<file path="config.mk">
export PLATFORM = sky130hd
export DESIGN_NAME = alu_issue_ctrl_flat
export DESIGN_NICKNAME = d
export VERILOG_FILES = /design/src/rtl/alu_issue_if.sv /design/src/rtl/alu_issue_ctrl.sv /design/src/flat_wrapper.sv
export SDC_FILE = /design/constraint.sdc
export NUM_CORES = 1
export LEC_CHECK = 0
export ABC_AREA = 1
export CORE_MARGIN = 2
export CORE_UTILIZATION = 35
export CTS_BUF_LIST = sky130_fd_sc_hd__clkbuf_8
export CTS_CLUSTER_SIZE = 28
export DETAILED_ROUTE_END_ITERATION = 10
export GPL_ROUTABILITY_DRIVEN = 0
export SYNTH_ARGS = -nofsm -noshare
export SYNTH_HDL_FRONTEND = slang
export SYNTH_SLANG_ARGS = --single-unit
</file>
<file path="constraint.sdc">
create_clock -name clk -period 1.5 [get_ports clk]
set_input_delay 0.15 -clock clk [delete_from_list [all_inputs] [get_ports clk]]
set_output_delay 0.15 -clock clk [all_outputs]
set_load 0.05 [all_outputs]
</file>
<file path="src/rtl/alu_issue_if.sv">
// Handshake bundle for the ALU issue controller: register loads, instruction
// issue, external ALU drive/return and result return. Flag ports exist only with ALU_ISSUE_FLAGS_EN.
interface alu_issue_if #(
    parameter int W    = 4,
    parameter int CW   = 2,
    parameter int CNTW = 8
);
    logic            ld_valid;
    logic            ld_ready;
    logic [1:0]      ld_addr;
    logic [W-1:0]    ld_data;
    logic            in_valid;
    logic            in_ready;
    logic [CW+7:0]   in_instr;
    logic [1:0]      alu_op;
    logic [W-1:0]    alu_in_a;
    logic [W-1:0]    alu_in_b;
    logic [CW-1:0]   alu_in_c;
    logic [W-1:0]    alu_ans;
    logic            out_valid;
    logic            out_ready;
    logic [1:0]      out_rd;
    logic [W-1:0]    out_data;
    logic [CNTW-1:0] instr_cnt;
`ifdef ALU_ISSUE_FLAGS_EN
    logic            out_zero;
    logic            out_neg;
`endif

    modport slave (
        input  ld_valid, ld_addr, ld_data, in_valid, in_instr,
        input  alu_ans, out_ready,
        output ld_ready, in_ready, alu_op, alu_in_a, alu_in_b, alu_in_c,
`ifdef ALU_ISSUE_FLAGS_EN
        output out_zero, out_neg,
`endif
        output out_valid, out_rd, out_data, instr_cnt
    );

    modport master (
        output ld_valid, ld_addr, ld_data, in_valid, in_instr,
        output alu_ans, out_ready,
        input  ld_ready, in_ready, alu_op, alu_in_a, alu_in_b, alu_in_c,
`ifdef ALU_ISSUE_FLAGS_EN
        input  out_zero, out_neg,
`endif
        input  out_valid, out_rd, out_data, instr_cnt
    );
endinterface

</file>
<file path="src/rtl/alu_issue_ctrl.sv">
// Single-issue controller for an external 4-bit ALU: owns a 4-entry register
// file, runs IDLE->EXEC->RESP per instruction. Optional flags: ALU_ISSUE_FLAGS_EN.
module alu_issue_ctrl #(
    parameter int W    = 4,
    parameter int CW   = 2,
    parameter int CNTW = 8
) (
    input logic        clk,
    input logic        reset,
    alu_issue_if.slave bus
);
    typedef enum logic [1:0] {IDLE, EXEC, RESP} state_t;

    state_t                state_q, state_d;
    logic [CW+7:0]         instr_q, instr_d;
    logic [3:0][W-1:0]     rf_q, rf_d;
    logic [1:0]            out_rd_q, out_rd_d;
    logic [W-1:0]          out_data_q, out_data_d;
    logic [CNTW-1:0]       cnt_q, cnt_d;
`ifdef ALU_ISSUE_FLAGS_EN
    logic                  zero_q, zero_d;
    logic                  neg_q, neg_d;
`endif

    logic [1:0]    op_f;
    logic [CW-1:0] sh_f;
    logic [1:0]    rd_f, ra_f, rb_f;

    assign op_f = instr_q[CW+7:CW+6];
    assign sh_f = instr_q[CW+5:6];
    assign rd_f = instr_q[5:4];
    assign ra_f = instr_q[3:2];
    assign rb_f = instr_q[1:0];

    // Handshake outputs and ALU drive; ALU inputs read rf before the EXEC write.
    always_comb begin
        bus.ld_ready  = (state_q == IDLE);
        bus.in_ready  = (state_q == IDLE) && !bus.ld_valid;
        bus.out_valid = (state_q == RESP);
        bus.out_rd    = out_rd_q;
        bus.out_data  = out_data_q;
        bus.instr_cnt = cnt_q;
        bus.alu_op    = '0;
        bus.alu_in_a  = '0;
        bus.alu_in_b  = '0;
        bus.alu_in_c  = '0;
        if (state_q == EXEC) begin
            bus.alu_op   = op_f;
            bus.alu_in_a = rf_q[ra_f];
            bus.alu_in_b = rf_q[rb_f];
            bus.alu_in_c = sh_f;
        end
`ifdef ALU_ISSUE_FLAGS_EN
        bus.out_zero = zero_q;
        bus.out_neg  = neg_q;
`endif
    end

    // Next-state: loads win in IDLE, EXEC writes back, RESP waits for consumer.
    always_comb begin
        state_d    = state_q;
        instr_d    = instr_q;
        rf_d       = rf_q;
        out_rd_d   = out_rd_q;
        out_data_d = out_data_q;
        cnt_d      = cnt_q;
`ifdef ALU_ISSUE_FLAGS_EN
        zero_d     = zero_q;
        neg_d      = neg_q;
`endif
        unique case (state_q)
            IDLE: begin
                if (bus.ld_valid) begin
                    rf_d[bus.ld_addr] = bus.ld_data;
                end else if (bus.in_valid) begin
                    instr_d = bus.in_instr;
                    state_d = EXEC;
                end
            end
            EXEC: begin
                rf_d[rd_f] = bus.alu_ans;
                out_data_d = bus.alu_ans;
                out_rd_d   = rd_f;
`ifdef ALU_ISSUE_FLAGS_EN
                zero_d     = (bus.alu_ans == '0);
                neg_d      = bus.alu_ans[W-1];
`endif
                state_d    = RESP;
            end
            RESP: begin
                if (bus.out_ready) begin
                    cnt_d   = cnt_q + CNTW'(1);
                    state_d = IDLE;
                end
            end
            default: state_d = IDLE;
        endcase
    end

    // State registers with synchronous reset.
    always_ff @(posedge clk) begin
        if (reset) begin
            state_q    <= IDLE;
            instr_q    <= '0;
            rf_q       <= '0;
            out_rd_q   <= '0;
            out_data_q <= '0;
            cnt_q      <= '0;
`ifdef ALU_ISSUE_FLAGS_EN
            zero_q     <= 1'b0;
            neg_q      <= 1'b0;
`endif
        end else begin
            state_q    <= state_d;
            instr_q    <= instr_d;
            rf_q       <= rf_d;
            out_rd_q   <= out_rd_d;
            out_data_q <= out_data_d;
            cnt_q      <= cnt_d;
`ifdef ALU_ISSUE_FLAGS_EN
            zero_q     <= zero_d;
            neg_q      <= neg_d;
`endif
        end
    end
endmodule

</file>
<file path="src/flat_wrapper.sv">
// flat-port wrapper written by rule: the top's interface ports become plain ports
module alu_issue_ctrl_flat 
#(
    parameter int W    = 4,
    parameter int CW   = 2,
    parameter int CNTW = 8
)
  (clk, reset, bus_ld_valid, bus_ld_addr, bus_ld_data, bus_in_valid, bus_in_instr, bus_alu_ans, bus_out_ready, bus_ld_ready, bus_in_ready, bus_alu_op, bus_alu_in_a, bus_alu_in_b, bus_alu_in_c, bus_out_valid, bus_out_rd, bus_out_data, bus_instr_cnt);
  alu_issue_if #(.W(W), .CW(CW), .CNTW(CNTW)) bus_i ();
  input logic clk;
  input logic reset;
  input wire logic [$bits(bus_i.ld_valid)-1:0] bus_ld_valid;
  input wire logic [$bits(bus_i.ld_addr)-1:0] bus_ld_addr;
  input wire logic [$bits(bus_i.ld_data)-1:0] bus_ld_data;
  input wire logic [$bits(bus_i.in_valid)-1:0] bus_in_valid;
  input wire logic [$bits(bus_i.in_instr)-1:0] bus_in_instr;
  input wire logic [$bits(bus_i.alu_ans)-1:0] bus_alu_ans;
  input wire logic [$bits(bus_i.out_ready)-1:0] bus_out_ready;
  output wire logic [$bits(bus_i.ld_ready)-1:0] bus_ld_ready;
  output wire logic [$bits(bus_i.in_ready)-1:0] bus_in_ready;
  output wire logic [$bits(bus_i.alu_op)-1:0] bus_alu_op;
  output wire logic [$bits(bus_i.alu_in_a)-1:0] bus_alu_in_a;
  output wire logic [$bits(bus_i.alu_in_b)-1:0] bus_alu_in_b;
  output wire logic [$bits(bus_i.alu_in_c)-1:0] bus_alu_in_c;
  output wire logic [$bits(bus_i.out_valid)-1:0] bus_out_valid;
  output wire logic [$bits(bus_i.out_rd)-1:0] bus_out_rd;
  output wire logic [$bits(bus_i.out_data)-1:0] bus_out_data;
  output wire logic [$bits(bus_i.instr_cnt)-1:0] bus_instr_cnt;
  assign bus_i.ld_valid = bus_ld_valid;
  assign bus_i.ld_addr = bus_ld_addr;
  assign bus_i.ld_data = bus_ld_data;
  assign bus_i.in_valid = bus_in_valid;
  assign bus_i.in_instr = bus_in_instr;
  assign bus_i.alu_ans = bus_alu_ans;
  assign bus_i.out_ready = bus_out_ready;
  assign bus_ld_ready = bus_i.ld_ready;
  assign bus_in_ready = bus_i.in_ready;
  assign bus_alu_op = bus_i.alu_op;
  assign bus_alu_in_a = bus_i.alu_in_a;
  assign bus_alu_in_b = bus_i.alu_in_b;
  assign bus_alu_in_c = bus_i.alu_in_c;
  assign bus_out_valid = bus_i.out_valid;
  assign bus_out_rd = bus_i.out_rd;
  assign bus_out_data = bus_i.out_data;
  assign bus_instr_cnt = bus_i.instr_cnt;
  alu_issue_ctrl #(.W(W), .CW(CW), .CNTW(CNTW)) u_core (.clk(clk), .reset(reset), .bus(bus_i));
endmodule
</file>
### Word level (Yosys, flattened, before mapping)

Index checks and enable logic that the tools add are counted.

| word-level totals | value |
|---|---|
| register bits after elaboration | 42 |
| output and inout port bits | 29 |

| operators by class | value |
|---|---|
| add/sub/neg operators | 1 |
| $lt $le $gt $ge | 6 |
| eq/ne operators | 6 |
| muxes and demuxes | 20 |
| bitwise logic cells | 1 |
| reduce and logical (&&, ||, !) cells | 10 |

Operators with widths:

| cell | number |
|---|---|
| $bwmux 16 | 2 |
| $pmux 16 s2 | 1 |
| $mux 4 | 6 |
| $bmux 4 s2 | 2 |
| $demux 4 s2 | 2 |
| $mux 16 | 1 |
| $lt 2x3->1 const B | 4 |
| $mux 2 | 5 |
| $add 8x1->8 const B | 1 |
| $ne 2x2->1 const B | 4 |
| $pmux 2 s3 | 1 |
| $reduce_and 3->1 | 2 |
| $ge 2x1->1 const B | 2 |
| $reduce_and 2->1 | 2 |
| $logic_and 1x1->1 | 3 |
| $eq 2x1->1 const B | 1 |
| $eq 2x2->1 const B | 1 |
| $logic_not 2->1 | 1 |
| $reduce_bool 2->1 | 1 |
| $logic_not 1->1 | 1 |
| $not 1->1 | 1 |

### Depth between registers and ports, before layout

| logic depth | value |
|---|---|
| word-level depth | 7 |
| mapped depth | 8 |
| depth with buffers taken out | 7 |

### Worst setup path before layout

No wires, ideal clock.

| path | value |
|---|---|
| kind | flip-flop to output port |
| start | register u_core.state_q[0] |
| end | output port bus_alu_in_a[0] |
| arrival | 1759 ps |
| data required time | 1350 ps |
| path slack | -409 ps |
| cell stages (with the launch flop) | 6 |
| buffers on the path | 3 |
| path through | dfxtp_1 nand2_1 buf_4 buf_4 buf_2 a21oi_1 |

| on the way | value |
|---|---|
| word-level cells in the longest chain between the ends | 2 |

RTL lines:

| element | line | source |
|---|---|---|
| start: declaration | alu_issue_ctrl.sv:14 | `state_t state_q, state_d;` |
| start signal: assignment | alu_issue_ctrl.sv:114 | `state_q <= state_d;` |
| $eq 2x1->1 | alu_issue_ctrl.sv:47 | `if (state_q == EXEC) begin` |
| $mux 4 | alu_issue_ctrl.sv:47 |  |
| end: declaration | flat_wrapper.sv:22 | `output wire logic [$bits(bus_i.alu_in_a)-1:0] bus_alu_in_a;` |

No other way between the ends.

### Worst setup path in the final report

| path | value |
|---|---|
| start | register u_core.instr_q[2] |
| end | output port bus_alu_in_a[0] |

| on the way | value |
|---|---|
| word-level cells in the longest chain between the ends | 3 |

RTL lines:

| element | line | source |
|---|---|---|
| start: declaration | alu_issue_ctrl.sv:15 | `logic [CW+7:0] instr_q, instr_d;` |
| start signal: assignment | alu_issue_ctrl.sv:115 | `instr_q <= instr_d;` |
| $bmux 4 s2 | alu_issue_ctrl.sv:49 | `bus.alu_in_a = rf_q[ra_f];` |
| $mux 4 (not written as such) | alu_issue_ctrl.sv:49 |  |
| $mux 4 | alu_issue_ctrl.sv:47 |  |

No other way between the ends. The select of a mux whose other input is x is not followed.

==> impl_metrics.yaml <==
run:
  drv_cap: 0
clock_tree:
  holdBufCountCts: 0
  clk_pin_slew_ps: 80
  cts_sinks: 42
  clock_path_buffers: 2
  numCtsBuffers: 5
  clk_latency_ps: 300
  htreeDepth: 2
  cts_tree: "done"
  cts_root_buffer: "clkbuf_8"
grt:
  grt_pass1_wl_um: 10300
  grt_pass1_vias: 2238
  grt_overflow: 0
  antenna_found_initial: 0
  grt_use_total: 0.177
  grt_max_degree: 34
layout:
  antenna_cells: 0
  final_cell_area_um2: 3570
  syn2layout_area_growth_pct: 61.1
  multiInputGateArea_um2: 1410
  layout-drive-gt1-share: 0.276
  postLayoutCoreUtil: 0.573
  ff_latch_area_um2: 856
  fillers: 591
  fin_nets: 464
floorplanning:
  placementRows: 29
  die_x_um: 83.6
  io_pins: 54
  core_um2: 6240
  fp.dieArea_um2: 6990
  start_util: 0.355
  die_h_um: 83.6
critical_path:
  r2r_slack_ps: 110
  startpoint_type: "flop"
  cp.arrival_ps: 1370
  worstSetupPathType: "flop to output port"
  crit_required_ps: 1350
  path_cells: "buf_6 -> a21oi_2 -> o21ai_2 -> a21oi_4 -> buf_12"
  max_stage_delay_ps: 350
  cp_max_fo: 8
  crit_path_top_delay_cell: "dfxtp_2"
  cp-end-kind: "output port"
timing:
  drv_slew: 0
  finalSetupViolCount: 3
  rsz0062_at_grt: "true"
  worstMarginPinSlew_ps: 376
  max_freq_mhz: 660
  fin_ws_ps: -15.7
  maxSlewHeadroom: 0.748
  period_share: 1.01
  post-route-min-period_ps: 1520
  fin_skew_ps: 7.71
  finalHoldViolCount: 0
logic_synthesis:
  avgSynthCellArea_um2: 6.06
  syn_nets: 392
  ys_seq_area_frac: 0.379
  synth.distinct_cells: 15
  syn_area_um2: 2220
  yosys_warnings: 0
  ys_ff_latch: 42
  synthCells: 366
detailed_routing:
  drc: 0
  drtIter0Drc: 84
  wl_um: 6190
  viasPerCell: 4.72
  vias: 2433
  ant_nets: 0
  drt-pass1-iter-count: 4
  wl_per_cell_um: 12.0
placement:
  hpwlAfterDp_um: 4390
  port_buffers: 53
  placed_area_um2: 3240
pwr:
  peakVddDrop_v: 0.000464
  powerDensity_nw_per_um2: 779
  leakage_nw: 1.60
run_status:
  failed_checks: "setup timing"
  status: "complete, but fails checks"
min_path:
  min_path_type: "flop to flop"
[worst max-delay path, delay by kind of cell, from the launching register on]
kind            cells  cell delay [ps]
buf+inv             2              300
compound gates      3              420
flops               1              350
[synthesized netlist by cell type (all sizes together)]
master  number  area, um2
nor3         1       5.00
o21ai       28        140
clkbuf       6       22.5
a21oi       46        230
ha           1       12.5
inv         49        184
nand2       98        368
dfxtp       42        841
buf          6       35.0
nor2        58        218
xor2         2       17.5
nand3       29        145
[power by group]
| part | total, mW | switching, mW | internal (mW) |
|---|---|---|---|
| Clock | 0.881 | 0.391 | 0.490 |
| Combinational | 0.681 | 0.395 | 0.285 |
| Sequential | 1.22 | 0.0472 | 1.18 |
| Total | 2.78 | 0.834 | 1.95 |
[cells by family after synthesis]
family,after synthesis,share of synthesized area
flip-flops,42,0.379
adder cells (fa/ha/maj),1,0.00564
AND/OR/NAND/NOR,186,0.332
AO/OA/AOI/OAI,74,0.167
XOR/XNOR,2,0.00790
buffers and inverters,61,0.109
[flip-flops by register name, summed over array words and instances, names as in the netlist]
register and count:
u_core.bus.instr_cnt 8, u_core.bus.out_data 4, u_core.bus.out_rd 2, u_core.instr_q 10, u_core.rf_q 16, u_core.state_q 2
[timing repair]
action	4_1_cts	5_1_grt
gates resized for setup	37	32
setup endpoints to repair	12	19
endpoints found under the hold margin	0	0
pin swaps	7	12
gates cloned	0	2
buffers inserted	0	2
[cells in the final DEF (no fill, tap or decap), types with 2 or more instances in the layout]
cell / synthesis / routed
a21oi_2: 0 / 14
inv_1: 48 / 45
nand2_1: 98 / 97
clkinvlp_4: 0 / 2
nor2_1: 58 / 53
o21ai_0: 28 / 12
inv_4: 0 / 3
dfxtp_4: 0 / 2
buf_12: 0 / 18
a21oi_4: 0 / 10
dfxtp_1: 42 / 34
clkbuf_8: 0 / 5
nor2_4: 0 / 4
buf_4: 3 / 31
nand3_1: 29 / 28
dfxtp_2: 0 / 6
o21ai_2: 0 / 16
xor2_1: 2 / 2
clkbuf_16: 0 / 2
clkdlybuf4s50_1: 0 / 24
a21oi_1: 46 / 22
buf_6: 0 / 2
[metrics by stage]
stage	TNS (ps)	instances	hold WS [ps]	setup slack, ps	total power, mW
6_report	-36.5	516	468	-15.7	2.78
5_1_grt	-405	516	494	-88.6	2.94
4_1_cts	-41.3	512	473	-19.0	2.73
3_5_place_dp	-75.7	505	458	-30.1	1.83
3_3_place_gp	0	505	458	23.6	1.83
2_1_floorplan	-151	366	306	-25.2	1.59
[cell type report]
class | count | share of cell area
clock inverters | 3 | 0.0116
well taps | 77 | 0.0270
inverters | 49 | 0.0546
repair buffers | 77 | 0.253
clock buffers | 5 | 0.0193
multi-input cells | 263 | 0.395
flip-flops and latches | 42 | 0.239
[metal layers]
metal | wire length [um] | global-route usage | vias to the layer above
met5 | 0 | 0 | -
met4 | 145 | 0.0674 | 0
met3 | 266 | 0.0317 | 10
met2 | 2890 | 0.297 | 54
met1 | 2890 | 0.225 | 1073
li1 | - | - | 1296
[path summary, 6_finish.rpt]
kind                       endpoint                   start  depth (start not counted)
min          u_core.bus.out_data[3]  u_core.bus.out_data[3]                          2
max                 bus_alu_in_a[0]       u_core.instr_q[2]                          5
max reg2reg          u_core.rf_q[3]       u_core.state_q[1]                          7
min reg2reg  u_core.bus.out_data[3]  u_core.bus.out_data[3]                          2
(Power assumes the default switching activity.)
